$ cat config.mk
export PLATFORM = sky130hd
export DESIGN_NAME = param_fetch
export DESIGN_NICKNAME = d
export VERILOG_FILES = /design/src/rtl/param_fetch.sv
export SDC_FILE = /design/constraint.sdc
export NUM_CORES = 1
export LEC_CHECK = 0
export CAP_MARGIN = 20
export CORE_AREA = 2 2 103 105
export DETAILED_ROUTE_END_ITERATION = 6
export DIE_AREA = 0 0 105 107
export PLACE_DENSITY = 0.76
export SYNTH_ARGS = -nofsm -noshare
export SYNTH_HDL_FRONTEND = slang
export SYNTH_SLANG_ARGS = --single-unit
$ cat constraint.sdc
create_clock -name clk -period 4.8 [get_ports clk]
set_input_delay 1.2 -clock clk [delete_from_list [all_inputs] [get_ports clk]]
set_output_delay 1.2 -clock clk [all_outputs]
set_load 0.005 [all_outputs]
$ cat src/rtl/param_fetch.sv
// param_fetch: fetches a burst of parameter rows from a synchronous memory
// and streams them out through a small row FIFO with valid/ready handshake.
// Issue is throttled so that buffered plus in-flight rows never exceed the
// FIFO depth, which makes overflow impossible without backpressuring memory.
module param_fetch #(
   parameter int unsigned DEP        = 8,
   parameter int unsigned LEN        = 8,
   parameter int unsigned WIDTH      = 2,
   parameter int unsigned FIFO_DEPTH = 4
) (
   input  logic                          clk,
   input  logic                          rst,
   input  logic                          start,
   input  logic [LEN-1:0]                base_addr,
   input  logic [LEN:0]                  count,
   output logic                          mem_en,
   output logic [LEN-1:0]                mem_addr,
   input  logic signed [WIDTH*DEP-1:0]   mem_data,
   output logic signed [WIDTH*DEP-1:0]   out_data,
   output logic                          out_valid,
   input  logic                          out_ready,
   output logic                          out_last,
   output logic                          busy,
   output logic                          done
);

   localparam int unsigned ROW_W = WIDTH * DEP;
   localparam int unsigned REM_W = LEN + 1;

   localparam logic [1:0] S_IDLE  = 2'd0;
   localparam logic [1:0] S_FETCH = 2'd1;
   localparam logic [1:0] S_DRAIN = 2'd2;
   localparam logic [1:0] S_DONE  = 2'd3;

   logic [1:0]       state;
   logic [1:0]       state_nxt;
   logic [REM_W-1:0] remaining;
   logic [REM_W-1:0] rem_nxt;
   logic [LEN-1:0]   next_addr;
   logic [LEN-1:0]   addr_nxt;
   logic             issue_c;
   logic [LEN-1:0]   issue_addr_c;
   logic             issue_last_c;
   logic             en_last;
   logic             cap;
   logic             cap_last;

   logic [FIFO_DEPTH-1:0][ROW_W-1:0] data_q;
   logic [FIFO_DEPTH-1:0][ROW_W-1:0] data_nxt;
   logic [FIFO_DEPTH-1:0]            last_q;
   logic [FIFO_DEPTH-1:0]            last_nxt;
   logic [2:0]                       entries;
   logic [2:0]                       entries_nxt;
   logic [2:0]                       level;
   logic [2:0]                       inflight_c;
   logic                             room_c;
   logic                             pop_c;

   assign out_data = data_q[0];
   assign out_last = last_q[0];

   // Rows issued but not yet written: one in the memory, one in the capture stage
   assign inflight_c = 3'(mem_en) + 3'(cap);
   assign room_c     = (entries + inflight_c) < 3'(FIFO_DEPTH);
   assign pop_c      = out_valid & out_ready;

   // Next-state and issue decision; first row is issued on the start edge
   always_comb begin
      state_nxt    = state;
      issue_c      = 1'b0;
      issue_addr_c = next_addr;
      issue_last_c = 1'b0;
      rem_nxt      = remaining;
      addr_nxt     = next_addr;
      case (state)
         S_IDLE: begin
            if (start) begin
               if (count != '0) begin
                  issue_c      = 1'b1;
                  issue_addr_c = base_addr;
                  issue_last_c = (count == REM_W'(1));
                  rem_nxt      = count - REM_W'(1);
                  addr_nxt     = base_addr + LEN'(1);
                  state_nxt    = S_FETCH;
               end else begin
                  rem_nxt   = '0;
                  state_nxt = S_DONE;
               end
            end
         end
         S_FETCH: begin
            if (remaining == '0) begin
               state_nxt = S_DRAIN;
            end else if (room_c) begin
               issue_c      = 1'b1;
               issue_addr_c = next_addr;
               issue_last_c = (remaining == REM_W'(1));
               rem_nxt      = remaining - REM_W'(1);
               addr_nxt     = next_addr + LEN'(1);
               if (remaining == REM_W'(1)) begin
                  state_nxt = S_DRAIN;
               end
            end
         end
         S_DRAIN: begin
            if (pop_c && last_q[0]) begin
               state_nxt = S_DONE;
            end
         end
         S_DONE: begin
            state_nxt = S_IDLE;
         end
         default: begin
            state_nxt = S_IDLE;
         end
      endcase
   end

   // FSM state register
   always_ff @(posedge clk or posedge rst) begin
      if (rst) begin
         state <= S_IDLE;
      end else begin
         state <= state_nxt;
      end
   end

   // Issue pipeline, capture flag and status outputs
   always_ff @(posedge clk or posedge rst) begin
      if (rst) begin
         remaining <= '0;
         next_addr <= '0;
         mem_en    <= 1'b0;
         mem_addr  <= '0;
         en_last   <= 1'b0;
         cap       <= 1'b0;
         cap_last  <= 1'b0;
         busy      <= 1'b0;
         done      <= 1'b0;
      end else begin
         remaining <= rem_nxt;
         next_addr <= addr_nxt;
         mem_en    <= issue_c;
         en_last   <= issue_c & issue_last_c;
         if (issue_c) begin
            mem_addr <= issue_addr_c;
         end
         cap       <= mem_en;
         cap_last  <= en_last;
         busy      <= (state_nxt == S_FETCH) || (state_nxt == S_DRAIN);
         done      <= (state_nxt == S_DONE);
      end
   end

   // Shift-register FIFO: entry 0 is the head, pop shifts down, push fills the tail
   always_comb begin
      data_nxt = data_q;
      last_nxt = last_q;
      level    = entries;
      if (pop_c) begin
         for (int i = 0; i < int'(FIFO_DEPTH) - 1; i++) begin
            data_nxt[i] = data_q[i+1];
            last_nxt[i] = last_q[i+1];
         end
         data_nxt[FIFO_DEPTH-1] = '0;
         last_nxt[FIFO_DEPTH-1] = 1'b0;
         level = entries - 3'd1;
      end
      if (cap) begin
         data_nxt[level[1:0]] = mem_data;
         last_nxt[level[1:0]] = cap_last;
         level = level + 3'd1;
      end
      entries_nxt = level;
   end

   // FIFO storage and registered valid
   always_ff @(posedge clk or posedge rst) begin
      if (rst) begin
         data_q    <= '0;
         last_q    <= '0;
         entries   <= '0;
         out_valid <= 1'b0;
      end else begin
         data_q    <= data_nxt;
         last_q    <= last_nxt;
         entries   <= entries_nxt;
         out_valid <= (entries_nxt != 3'd0);
      end
   end

endmodule

==> results of run 1 <==
-- critical path: cells and delay by family --
| family | cells | cell delay, ns |
|---|---|---|
| simple gates | 1 | 0.44 |
| fa+ha+maj | 1 | 0.18 |
| compound gates | 4 | 1.20 |
| buf+inv | 2 | 0.61 |
-- cell usage in the layout, fill, tap and decap left out, types with 3 or more instances in the layout --
cell and count:
nand3_1 5, xnor2_1 6, nor3_1 12, a21oi_1 15, a31oi_1 5, o21ai_0 57
o21a_1 3, o2bb2ai_1 3, or4_1 3, inv_1 13, o21bai_1 4, nor2_1 29
and2_1 7, inv_6 3, o22ai_1 5, a311oi_1 4, dfrtp_1 105, a22o_1 17
nand4b_1 3, o32a_1 3, nand2_1 75, mux2i_1 65, buf_4 6, ha_1 14
a211oi_1 4, clkbuf_8 9, clkdlybuf4s50_1 65
-- layer usage --
metal | GRT usage [%] | vias to the layer above | share of wire [%]
li1 | - | 2032 | -
met1 | 30.7 | 2021 | 45
met2 | 37.0 | 147 | 48
met3 | 4.13 | 13 | 5.5
met4 | 7.52 | 0 | 1.3
met5 | 0 | - | 0
-- power by group through the flow --
stage / sequential [uW] / combinational (uW) / clock (uW)
floorplan: 1460 / 1560 / 0
global placement: 1530 / 1900 / 0
detailed placement: 1550 / 1980 / 0
CTS: 1530 / 1990 / 580
global route: 1580 / 2210 / 617
finish: 1530 / 1980 / 563
-- cell usage after synthesis (5+ instances only) --
| library cell | n |
|---|---|
| nor2_1 | 29 |
| o22ai_1 | 5 |
| mux2i_1 | 65 |
| nand3_1 | 5 |
| inv_1 | 14 |
| and2_1 | 7 |
| o21ai_0 | 57 |
| a22o_1 | 17 |
| nor3_1 | 12 |
| buf_4 | 20 |
| clkbuf_1 | 17 |
| a31oi_1 | 5 |
| ha_1 | 14 |
| buf_2 | 5 |
| nand2_1 | 76 |
| dfrtp_1 | 105 |
| a21oi_1 | 15 |
| xnor2_1 | 6 |
-- through the flow --
stage / utilization (%) / area, um2
floorplan: - / 5590
global placement: 61.5 / 6210
detailed placement: 61.5 / 6210
CTS: 63.5 / 6410
global route: 63.5 / 6410
finish: 63.5 / 6410
-- logic make-up (layout without fill, tap and decap cells) --
logic type               count (synthesis)  count (layout)  synth area share [%]
AO/OA/AOI/OAI                          143             143                  17.5
XOR/XNOR                                 8               8                  1.25
adder cells (fa/ha/maj)                 14              14                  3.13
buffers and inverters                   61             102                  5.82
flip-flops                             105             105                  47.0
multiplexers                            66              66                  11.8
AND/OR/NAND/NOR                        154             154                  13.5
-- sequential cells by signal, indices dropped and copies added, names as in the netlist, 2 cells and up --
register / cells
mem_addr: 8
remaining: 9
entries: 3
state: 2
last_q: 4
next_addr: 8
data_q: 48
out_data: 16
-- path summary, 6_finish.rpt --
check	from	end	slack, ns
min in group asynchronous	rst	remaining[5]	1.27
max in group asynchronous	rst	data_q[16]	2.81
min reg2reg	en_last	cap_last	0.36
max	count[0]	next_addr[3]	1.42
max reg2reg	entries[1]	data_q[41]	2.19
min	en_last	cap_last	0.36
-- layout make-up --
| type | count | area, um2 | area share [%] |
|---|---|---|---|
| Multi-Input combinational cell | 385 | 2640 | 41.2 |
| Sequential cell | 105 | 2630 | 41.0 |
| Timing Repair Buffer | 72 | 716 | 11.2 |
| Tap cell | 136 | 170 | 2.66 |
| Clock buffer | 10 | 128 | 1.99 |
| Clock inverter | 6 | 72.6 | 1.13 |
| Inverter | 14 | 55.1 | 0.859 |
==> results.json, run 1 <==
{
  "stdcell_count": 728,
  "wl_per_cell_um": 16.4,
  "setup_slack_ns": 1.42,
  "vdd_drop_max_uv": 336,
  "diodes": 0,
  "p_seq_share_pct": 37.6,
  "p_leak_uw": 0.00283,
  "postCtsSetupBuffers": 0,
  "p_int_uw": 2430,
  "cp.arrival_ns": 3.64,
  "ys_seq_elements": 105,
  "ctsRootBufferMaster": "clkbuf_8",
  "cts_resized": 0,
  "slew_headroom_pct": 31.8,
  "grt_overflow": 0,
  "place_inst": 712,
  "clock.fmax_mhz": 296,
  "synth_warnings": 0,
  "hold_viol_final": 0,
  "antenna_found_initial": 0,
  "die_y_um": 107,
  "slowest_stage": "a21bo_2",
  "holdPathStages": 0,
  "layout.nets": 638,
  "synth_edf_count": 0,
  "cts_tree": "done",
  "finalPower_uw": 4080,
  "final-max-slew-violation-count": 0,
  "async_flop_share_pct": 100,
  "yosysSeqAreaShare_pct": 47.0,
  "crit_path_max_incr_delay_ns": 0.54,
  "htreeDepth": 3,
  "synth_nets": 602,
  "clk_pin_slew_worst_paths_ns": 0.10,
  "reg2reg_depth": 6,
  "drtPass1Iterations": 5,
  "clock_sinks": 105,
  "die-area_um2": 11200,
  "path_max_fanout": 24,
  "min_period_over_period_pct": 70.4,
  "ctsHoldBuffers": 0,
  "viasPerCell": 5.79,
  "syn_to_final_growth_pct": 14.6,
  "wl_um": 11900,
  "synth.avg_cell_area_um2": 10.1,
  "end_kind": "register",
  "rsz0062_at_grt": "false",
  "worst_slew_pin_slew_ns": 1.02,
  "track_usage_pct": 22.6,
  "fin_hold_ws_ns": 0.357,
  "ios": 66,
  "preCtsSetupSlack_ns": 1.04,
  "tns_ns": 0,
  "yosysTopAreaCellShare_pct": 47.0,
  "grt_pass1_vias": 4144,
  "synthTopCellsByArea": "dfrtp_1, mux2i_1, o21ai_0, nand2_1, ha_1",
  "p_comb_share_pct": 48.6,
  "clk_latency_ns": 0.37,
  "p_sw_share_pct": 40.5,
  "io_buffers": 65,
  "cts_made_buffers": 9,
  "drc": 0,
  "grt_max_degree": 56,
  "skew_ns": 0.0109,
  "grt_first_pass_wirelength_um": 20500,
  "rows": 37,
  "syn-cell-area_um2": 5590,
  "clockPowerShare_pct": 13.8,
  "num_vias": 4213,
  "powerDensity_nw_per_um2": 637,
  "synth_cell_types": 64,
  "critPathKind": "primary input to register",
  "final_layout_size_suffix_gt1_share_pct": 6.59,
  "post-dp-hpwl_um": 8230,
  "switchingPower_uw": 1650,
  "period_needed_ns": 3.38,
  "syn_inst": 551,
  "hold_class": "register to register",
  "dieWidth_um": 105,
  "setup_viol": 0,
  "synth_top_flop_cell": "dfrtp_1",
  "critPathLaunchType": "primary input",
  "gp_congestion": 0.869,
  "initial_core_util_pct": 55.4,
  "yosysTopAreaCell": "dfrtp_1",
  "route.antenna.remaining_nets": 0,
  "path_cells": "clkdlybuf4s50_1 > inv_1 > ha_1 > nor4b_2 > a21bo_2 > o21ai_4 > a21boi_0 > o221a_2",
  "num-fill-cells": 873,
  "drt-initial-drc-count": 199,
  "cap_violations": 0,
  "fp.coreArea_um2": 10100,
  "required_ns": 5.06,
  "status": "finished clean",
  "clockBufferDepth": 2
}
Note: power is estimated with default switching activity, not from simulation.
==> run 2: changes to the inputs <==
--- a/config.mk
+++ b/config.mk
@@ -6,10 +6,10 @@
 export NUM_CORES = 1
 export LEC_CHECK = 0
 export CAP_MARGIN = 20
-export CORE_AREA = 2 2 103 105
+export CORE_AREA = 2 2 108 110
 export DETAILED_ROUTE_END_ITERATION = 6
-export DIE_AREA = 0 0 105 107
-export PLACE_DENSITY = 0.76
+export DIE_AREA = 0 0 110 112
+export PLACE_DENSITY = 0.73
 export SYNTH_ARGS = -nofsm -noshare
 export SYNTH_HDL_FRONTEND = slang
 export SYNTH_SLANG_ARGS = --single-unit
==> constraint.sdc (replaced) <==
create_clock -name clk -period 3 [get_ports clk]
set_input_delay 0.75 -clock clk [delete_from_list [all_inputs] [get_ports clk]]
set_output_delay 0.75 -clock clk [all_outputs]
set_load 0.005 [all_outputs]
==> results.json, run 2 (synthesized netlist as in run 1, its figures left out) <==
{
  "cp.arrival_ns": 2.70,
  "viasPerCell": 5.71,
  "initial_core_util_pct": 50.0,
  "fp.coreArea_um2": 11200,
  "final-max-slew-violation-count": 0,
  "die-area_um2": 12300,
  "worst_slew_pin_slew_ns": 0.755,
  "clock.fmax_mhz": 402,
  "final_layout_size_suffix_gt1_share_pct": 8.15,
  "cts_made_buffers": 9,
  "utilization_pct": 59.1,
  "grt_first_pass_wirelength_um": 20600,
  "syn_to_final_growth_pct": 18.2,
  "grt_pass1_vias": 4303,
  "post-dp-hpwl_um": 8400,
  "ios": 66,
  "drc": 0,
  "required_ns": 3.21,
  "cts_tree": "done",
  "hold_class": "register to register",
  "clockBufferDepth": 2,
  "wl_um": 12100,
  "r2r-start": "state[0]",
  "setup_viol": 0,
  "diodes": 0,
  "critPathLaunchType": "primary input",
  "status": "finished clean",
  "ctsHoldBuffers": 0,
  "skew_ns": 0.0100,
  "htreeDepth": 3,
  "cts_resized": 0,
  "slew_headroom_pct": 49.3,
  "vdd_drop_max_uv": 564,
  "io_buffers": 65,
  "critPathKind": "primary input to register",
  "hp-start": "en_last",
  "hold_viol_final": 0,
  "period_needed_ns": 2.49,
  "postCtsSetupBuffers": 0,
  "reg2reg_setup_slack_ns": 0.54,
  "cap_violations": 0,
  "num-fill-cells": 943,
  "gp_congestion": 0.890,
  "antenna_found_initial": 0,
  "powerDensity_nw_per_um2": 1030,
  "rsz0062_at_grt": "false",
  "track_usage_pct": 20.9,
  "reg2reg_depth": 7,
  "wl_per_cell_um": 16.3,
  "reg2reg_to": "next_addr[4]",
  "holdPathStages": 0,
  "path_max_fanout": 34,
  "rows": 39,
  "route.antenna.remaining_nets": 0,
  "clock_sinks": 105,
  "ctsRootBufferMaster": "clkbuf_16",
  "end_kind": "register",
  "min_period_over_period_pct": 83.0,
  "dieWidth_um": 110,
  "hold_path_end": "cap_last",
  "top_register": "data_q",
  "drtPass1Iterations": 4,
  "clk_latency_ns": 0.35,
  "grt_max_degree": 44,
  "die_y_um": 112,
  "final_common_cell": "dfrtp_1",
  "layout.nets": 647,
  "grt_overflow": 0,
  "largest_reg_flops": 48,
  "drt-initial-drc-count": 297,
  "layout_common_cells": "dfrtp_1, nand2_1, mux2i_1, clkdlybuf4s50_1, o21ai_0",
  "num_vias": 4251,
  "tns_ns": 0,
  "clk_pin_slew_worst_paths_ns": 0.07,
  "p_leak_uw": 0.00293
}
## run 2: cell types whose count changed in the layout (fill, tap and decap cells not counted), sizes merged
| cell | before | now |
|---|---|---|
| clkinv | 1 | 2 |
| buf | 7 | 16 |
| bufinv | 1 | 0 |
| clkinvlp | 1 | 2 |
| clkbuf | 10 | 9 |
## run 2: critical path, stage by stage
cell and delay, ns:
clkdlybuf4s50_1 0.43, and2_1 0.18, xnor2_1 0.34, inv_1 0.19
ha_1 0.22, and2_1 0.16, buf_4 0.23, nand2_1 0.10
o21ai_0 0.09
## run 2: stage by stage
step                      cells  total power [uW]  setup slack, ns  cell area, um2  hold slack, ns
after global routing        744              7360            0.329            6610           0.372
after detailed placement    728              5680            0.156            6310           0.340
after CTS                   744              6880            0.520            6610           0.356
final                       744              6830            0.510            6610           0.357
after global placement      728              5550            0.202            6310           0.336
after floorplan             551              4830            0.403            5590           0.331
## run 2: final cells by class
type / count / area, um2 / area share, %
Multi-Input combinational cell: 385 / 2640 / 40.0
Sequential cell: 105 / 2630 / 39.8
Tap cell: 143 / 179 / 2.71
Clock inverter: 7 / 68.8 / 1.04
Inverter: 14 / 56.3 / 0.852
Timing Repair Buffer: 81 / 808 / 12.2
Clock buffer: 9 / 225 / 3.41
## run 2: worst max path at each step
stage / start / endpoint / slack, ns
CTS: out_ready / data_q[43] / 0.52
finish: out_ready / data_q[43] / 0.51
detailed placement: out_ready / data_q[43] / 0.16
global placement: count[0] / next_addr[6] / 0.20
global route: out_ready / data_q[43] / 0.33
floorplan: out_ready / data_q[53] / 0.40
## run 2: power breakdown
group | internal, uW | switching, uW
Clock | 587 | 582
Sequential | 2020 | 426
Combinational | 1490 | 1720
## run 2: metal layers
metal	vias up	track usage (%)	share of wire, %
met4	0	7.85	1.5
li1	2064	-	-
met5	-	0	0
met3	16	2.81	4.4
met2	97	33.9	48
met1	2074	28.3	46
==> run 3: changes to the inputs <==
==> constraint.sdc (replaced) <==
create_clock -name clk -period 2.2 [get_ports clk]
set_input_delay 0.55 -clock clk [delete_from_list [all_inputs] [get_ports clk]]
set_output_delay 0.55 -clock clk [all_outputs]
set_load 0.005 [all_outputs]
==> results.json, run 3 (synthesized netlist as in run 1, its figures left out) <==
{
  "skew_ns": 0.00632,
  "clockBufferDepth": 2,
  "final-max-slew-violation-count": 0,
  "cp-startpoint": "count[1]",
  "clockPowerShare_pct": 17.3,
  "grt_pass1_vias": 4447,
  "p_leak_uw": 0.00319,
  "min_period_over_period_pct": 96.3,
  "dieWidth_um": 110,
  "p_sw_share_pct": 37.8,
  "worst_slew_pin_slew_ns": 0.810,
  "hp-start": "en_last",
  "cts_tree": "done",
  "diodes": 0,
  "grt_overflow": 0,
  "drtPass1Iterations": 4,
  "p_comb_share_pct": 50.6,
  "powerDensity_nw_per_um2": 1450,
  "reg2reg_setup_slack_ns": 0.09,
  "status": "finished clean",
  "clock.fmax_mhz": 472,
  "period_needed_ns": 2.12,
  "setup_slack_ns": 0.0816,
  "utilization_pct": 63.2,
  "io_buffers": 65,
  "viasPerCell": 5.59,
  "finalPower_uw": 10300,
  "ctsRootBufferMaster": "clkbuf_16",
  "gp_congestion": 0.849,
  "largest_reg_flops": 48,
  "num_vias": 4397,
  "final_layout_size_suffix_gt1_share_pct": 15.7,
  "setup_viol": 0,
  "post-dp-hpwl_um": 8630,
  "vdd_drop_max_uv": 710,
  "hold_class": "register to register",
  "required_ns": 2.43,
  "die_y_um": 112,
  "layout.nets": 690,
  "cap_violations": 0,
  "hold_viol_final": 0,
  "stdcell_count": 786,
  "cts_made_buffers": 9,
  "p_seq_share_pct": 32.1,
  "clock_sinks": 105,
  "syn_to_final_growth_pct": 26.4,
  "fin_hold_ws_ns": 0.351,
  "die-area_um2": 12300,
  "final_common_cell": "dfrtp_1",
  "antenna_found_initial": 0,
  "ios": 66,
  "track_usage_pct": 21.8,
  "path_max_fanout": 6,
  "wl_per_cell_um": 16.2,
  "cp.arrival_ns": 2.35,
  "drc": 0,
  "slew_headroom_pct": 46.0,
  "grt_max_degree": 106,
  "drt-initial-drc-count": 273,
  "wl_um": 12700,
  "r2r-start": "mem_en",
  "end_kind": "register",
  "clk_pin_slew_worst_paths_ns": 0.07,
  "layout_common_cells": "dfrtp_1, nand2_1, mux2i_1",
  "top_register": "data_q",
  "critPathLaunchType": "primary input",
  "htreeDepth": 3,
  "grt_first_pass_wirelength_um": 21400,
  "fp.coreArea_um2": 11200,
  "preCtsSetupSlack_ns": -0.400,
  "rows": 39,
  "ctsHoldBuffers": 0,
  "switchingPower_uw": 3890,
  "place_inst": 769,
  "p_int_uw": 6390,
  "route.antenna.remaining_nets": 0,
  "initial_core_util_pct": 50.0,
  "critPathKind": "primary input to register",
  "clk_latency_ns": 0.35
}
-- run 3: cell count changes in the layout (fill, tap and decap cells not counted), sizes merged --
cell / delta
clkinv: -2
dlymetal6s2s: +1
bufinv: +2
clkinvlp: -1
buf: +42
clkdlybuf4s50: -1
o21ai: +1
-- run 3: layout make-up --
cell class / instances / area, um2
Inverter: 14 / 56.3
Tap cell: 143 / 179
Multi-Input combinational cell: 386 / 2720
Fill cell: 913 / 4110
Clock buffer: 9 / 225
Clock inverter: 6 / 97.6
Timing Repair Buffer: 123 / 1160
Sequential cell: 105 / 2630
-- run 3: metal layers --
layer,GRT usage [%],wire [um]
met5,0,0
met4,6.08,196
met3,4.27,479
met2,35.5,6330
met1,29.4,5730
-- run 3: final timing paths --
path	endpoint	cells past startpoint
setup / recovery	next_addr[6]	8
hold / removal	cap_last	0
setup reg to reg	remaining[3]	6
hold reg to reg	cap_last	0
max in group asynchronous	done	3
min in group asynchronous	remaining[7]	3
-- run 3: power groups by stage --
stage / combinational, uW / sequential (uW) / clock (uW)
6_report: 5200 / 3300 / 1770
5_1_grt: 5750 / 3410 / 1890
4_1_cts: 5090 / 3290 / 1810
3_5_place_dp: 5020 / 3310 / 0
3_3_place_gp: 4840 / 3290 / 0
2_1_floorplan: 3420 / 3180 / 0
-- run 3: critical path: stages --
cell and delay [ns]:
clkdlybuf4s50_1 0.49, inv_2 0.05, ha_1 0.19, nor4b_4 0.14
a21bo_2 0.27, and2_1 0.21, a2111oi_4 0.37, nor3_2 0.08
-- run 3: metrics by stage --
| stage | cell area, um2 | setup TNS (ns) |
|---|---|---|
| 4_1_cts | 6980 | 0 |
| 2_1_floorplan | 5600 | 0 |
| 3_5_place_dp | 6650 | -20.91 |
| 3_3_place_gp | 6650 | -13.93 |
| 5_1_grt | 7060 | -0.0136 |
| 6_report | 7060 | 0 |
-- run 3: what timing repair did --
| item | in CTS | in global routing |
|---|---|---|
| buffers inserted | 0 | 1 |
| pin swaps | 0 | 4 |
| setup endpoints to repair | 18 | 16 |
| cloned | 1 | 0 |
| gates resized for setup | 2 | 15 |
